## src/rtl/aw_w_packer.sv

```systemverilog
// AXI4 AW/W to 77-bit write-forward stream packer: one command beat, then AWLEN+1 data beats.
// Define AW_W_PACKER_LEN_CHECK_EN to frame bursts by AWLEN and flag WLAST mismatches on LEN_ERR.
module aw_w_packer (
   input  logic        CLK,
   input  logic        RESETn,
   input  logic [35:0] AWADDR,
   input  logic [3:0]  AWID,
   input  logic [7:0]  AWLEN,
   input  logic [2:0]  AWSIZE,
   input  logic [1:0]  AWBURST,
   input  logic [3:0]  AWCACHE,
   input  logic [2:0]  AWPROT,
   input  logic [3:0]  AWQOS,
   input  logic        AWVALID,
   output logic        AWREADY,
   input  logic [63:0] WDATA,
   input  logic [7:0]  WSTRB,
   input  logic        WLAST,
   input  logic        WVALID,
   output logic        WREADY,
   output logic [76:0] DATAo,
   output logic        VALIDo,
   input  logic        READYo,
   output logic        LEN_ERR
);

   typedef enum logic [0:0] {StCmd, StData} state_e;

   state_e      state_q, state_d;
   logic [7:0]  cnt_q, cnt_d;
   logic        rdy_en_q;
   logic        out_valid_q, out_valid_d;
   logic [76:0] out_data_q, out_data_d;
   logic        len_err_q, len_err_d;

   logic        out_free;
   logic        aw_hs;
   logic        w_hs;
   logic        beat_final;
   logic        len_mismatch;
   logic [76:0] cmd_beat;
   logic [76:0] data_beat;

   // Output slot is reusable when empty or being drained this cycle.
   assign out_free = ~out_valid_q | READYo;

   assign AWREADY = (state_q == StCmd) & rdy_en_q & out_free;
   assign WREADY  = (state_q == StData) & out_free;
   assign aw_hs   = AWVALID & AWREADY;
   assign w_hs    = WVALID & WREADY;

`ifdef AW_W_PACKER_LEN_CHECK_EN
   assign beat_final   = (cnt_q == 8'd0);
   assign len_mismatch = (WLAST != beat_final);
`else
   assign beat_final   = WLAST;
   assign len_mismatch = 1'b0;
`endif

   assign cmd_beat  = {AWLEN, AWADDR, AWID, AWSIZE, AWBURST, AWCACHE, AWPROT, AWQOS, 13'd0};
   assign data_beat = {4'd0, WDATA, WSTRB, beat_final};

   always_comb begin
      state_d     = state_q;
      cnt_d       = cnt_q;
      out_valid_d = out_valid_q;
      out_data_d  = out_data_q;
      len_err_d   = len_err_q;

      if (out_free) begin
         out_valid_d = aw_hs | w_hs;
      end

      if (aw_hs) begin
         out_data_d = cmd_beat;
         cnt_d      = AWLEN;
         state_d    = StData;
      end else if (w_hs) begin
         out_data_d = data_beat;
         if (len_mismatch) begin
            len_err_d = 1'b1;
         end
         if (beat_final) begin
            state_d = StCmd;
         end else begin
            cnt_d = cnt_q - 8'd1;
         end
      end
   end

   always_ff @(posedge CLK or negedge RESETn) begin
      if (!RESETn) begin
         state_q     <= StCmd;
         cnt_q       <= 8'd0;
         rdy_en_q    <= 1'b0;
         out_valid_q <= 1'b0;
         out_data_q  <= 77'd0;
         len_err_q   <= 1'b0;
      end else begin
         state_q     <= state_d;
         cnt_q       <= cnt_d;
         rdy_en_q    <= 1'b1;
         out_valid_q <= out_valid_d;
         out_data_q  <= out_data_d;
         len_err_q   <= len_err_d;
      end
   end

   assign DATAo   = out_data_q;
   assign VALIDo  = out_valid_q;
   assign LEN_ERR = len_err_q;

endmodule

```

## config.mk

```make
export PLATFORM = sky130hd
export DESIGN_NAME = aw_w_packer
export DESIGN_NICKNAME = d
export VERILOG_FILES = /design/src/rtl/aw_w_packer.sv
export SDC_FILE = /design/constraint.sdc
export NUM_CORES = 1
export LEC_CHECK = 0
export BUFFER_PORTS_ARGS = -buffer_cell sky130_fd_sc_hd__buf_4
export CORE_MARGIN = 3
export CORE_UTILIZATION = 44
export CTS_BUF_LIST = sky130_fd_sc_hd__clkbuf_8
export DETAILED_ROUTE_END_ITERATION = 8
export PLACE_DENSITY = 0.94
export SYNTH_ARGS = -nofsm -noshare
export SYNTH_HDL_FRONTEND = slang
export SYNTH_SLANG_ARGS = --single-unit
```

## constraint.sdc

```tcl
create_clock -name CLK -period 1.84 [get_ports CLK]
set_clock_uncertainty 0.05 [all_clocks]
set_input_delay 0.276 -clock CLK [delete_from_list [all_inputs] [get_ports CLK]]
set_output_delay 0.276 -clock CLK [all_outputs]
set_load 0.01 [all_outputs]
```

==> results.yml <==
floorplan:
  die_y_um: 96.1
  num_rows: 32
  initial_core_util_pct: 45.8
  ios: 223
  core_sq_mm: 0.00781
  die_x_um: 96.1
  dieArea_sq_mm: 0.00924
detailed_routing:
  vias: 3440
  drtAntennaViolNets: 0
  routed_wl_um: 11800
  drt_iter0_drc: 124
  first_pass_iters: 6
  viasPerCell: 5.69
  post_drt_wl_per_cell_um: 19.6
  drc_errors: 0
sta:
  rsz0062_at_grt: "false"
  maxClockFrequency_mhz: 577
  period_share_pct: 94.3
  hold_viol: 0
  setup_ws_ps: 106
  finalSetupTns_ps: 0
  finalMaxSlewViolations: 0
  finalSetupViolations: 0
  whs_ps: 91.3
  min_period_ps: 1730
placed_design:
  dpl.cell_count: 588
  port_buffers: 221
  routabilityCongestion: 0.789
  place_ws_ps: 131
  dpl.hpwl_um: 8690
worst_setup_path:
  path_max_fanout: 17
  critPathRequiredTime_ps: 1510
  r2r_slack_ps: 110
  crit_type: "reg2out"
  max_stage_delay_ps: 390
  crit_path_start_kind: "flip-flop"
  worst_setup_path_end_kind: "output pin"
  worstReg2RegEnd: "DATAo[22]$_DFFE_PN0P_"
  cp.arrival_ps: 1410
  crit_slowest_cell: "dfrtp_1"
  r2r_cells: 4
  cpMostUsedCell: "buf_4"
  r2r-start: "state_q$_DFFE_PN0P_"
  crit_chain: "nor2b_2 -> buf_4 -> nor3b_2 -> buf_4"
  startpoint: "VALIDo$_DFFE_PN0N_"
yosys:
  avgSynthCellArea_sq_um: 12.5
  yosysWarnings: 0
  seq_area_frac_synth_pct: 56.0
  synth-seq-cells: 80
  syn_inst: 285
  syn_area_sq_mm: 0.00357
  synth.distinct_cells: 23
  synth_nets: 427
finish:
  nets: 641
  area_growth_pct: 55.1
  final_common_cell: "buf_4"
  final_cell_mix: "buf_4 (234), dfrtp_1 (80), and3_1 (60), a221o_1 (60), o21ai_0 (16)"
  fillCellCount: 595
  finalNonFillerCells: 605
  drive_above_1_share_pct: 52.9
  n_antenna_cell: 0
global_routing:
  grt_pass1_vias: 3502
  grt_overflow_total: 0
  grt_max_degree: 45
  track_usage_pct: 24.2
  antenna_found_initial: 1
  grt_pass1_wl_um: 17200
pwr:
  power.density_mw_per_mm2: 1550
  ir_drop_uv: 924
  p_total_mw: 8.60
  leakage_nw: 2.94
run_status:
  outcome: "finished, final reports clean"
hold_path:
  min_to: "state_q$_DFFE_PN0P_"
  whs_path_depth: 2
  hp-class: "in2reg"
  min_from: "WLAST"
clock_tree:
  clkSlewWorstSetupHoldPaths_ps: 70
  cts_tree: "built"
  cts_max_level: 3
  cts_sinks: 80
  cts_buffer_depth: 2
  clock_latency_ps: 330
  numCtsBuffers: 9
  root_buffer: "clkbuf_8"
job:
  maxCapViolCount: 0
==> worst max path at each step <==
stage                       endpoint  slack [ps]  cells after the start
6_report                     AWREADY         110                      4
3_3_place_gp   DATAo[36]$_DFFE_PN0P_         190                      4
5_1_grt                      AWREADY          20                      4
4_1_cts                      AWREADY          20                      4
2_1_floorplan                AWREADY         350                      4
3_5_place_dp   DATAo[22]$_DFFE_PN0P_         130                      4
==> metal layers <==
layer / GRT usage [%] / wire (um)
met5: 0 / 10
met4: 7.58 / 243
met3: 7.04 / 1100
met2: 42.3 / 6170
met1: 28.4 / 4310
==> cell usage after synthesis <==
library cell,instances,area [sq um]
a221o_1,60,601
conb_1,2,7.51
o21ai_0,16,80.1
nand2_1,2,7.51
and2_1,3,18.8
and3b_4,1,12.5
nor3b_1,1,7.51
nand2b_1,1,6.26
clkbuf_1,10,37.5
nor2_1,1,3.75
buf_6,8,90.1
o2bb2ai_1,2,17.5
a22o_1,1,8.76
buf_4,1,7.51
dfrtp_1,80,2000
a2bb2oi_1,1,8.76
nor2b_1,1,6.26
and3_1,60,375
buf_2,15,75.1
nand3_1,4,20.0
o21ai_1,4,20.0
o2bb2ai_2,10,150
o21ai_2,1,8.76
==> registers in the layout, summed over array words and instances, names as in the netlist <==
register / cells
rdy_en_q: 1
VALIDo: 1
state_q: 1
DATAo: 77
==> kinds of logic (layout without fill, tap and decap cells) <==
logic type | count (synthesis) | count (layout) | synth area share [%]
AO/OA/AOI/OAI | 95 | 95 | 25.0
buffers and inverters | 34 | 252 | 5.88
flip-flops | 80 | 80 | 56.0
other | 2 | 2 | 0.210
AND/OR/NAND/NOR | 74 | 74 | 12.8
==> what timing repair did <==
item,4_1_cts,5_1_grt
endpoints found under the hold margin,36,0
hold buffers,1,0
resized for setup,0,2
endpoints found under the setup margin,0,1
setup buffers,0,1
==> through the flow <==
stage,util [%],area (sq um)
2_1_floorplan,-,3570
3_3_place_gp,67.8,5300
3_5_place_dp,67.8,5300
4_1_cts,70.8,5530
5_1_grt,71.0,5540
6_report,71.0,5540
==> final cells by class <==
class	instances	area, sq um	area share (%)
Sequential cell	80	2000	36.1
Multi-Input combinational cell	171	1390	25.0
Timing Repair Buffer	237	1810	32.6
Clock buffer	11	151	2.73
Clock inverter	4	68.8	1.24
Tap cell	102	128	2.30
==> power breakdown <==
group,internal (mW),switching (mW)
registers,2.61,0.540
clock network,0.825,0.612
logic,2.20,1.82
==> critical path: cells and delay by family (launching register included) <==
| family | cells | cell delay (ps) |
|---|---|---|
| flip-flops | 1 | 390 |
| AND/OR/NAND/NOR | 2 | 360 |
| buffers and inverters | 2 | 330 |
Note: power is estimated with default switching activity, not from simulation.
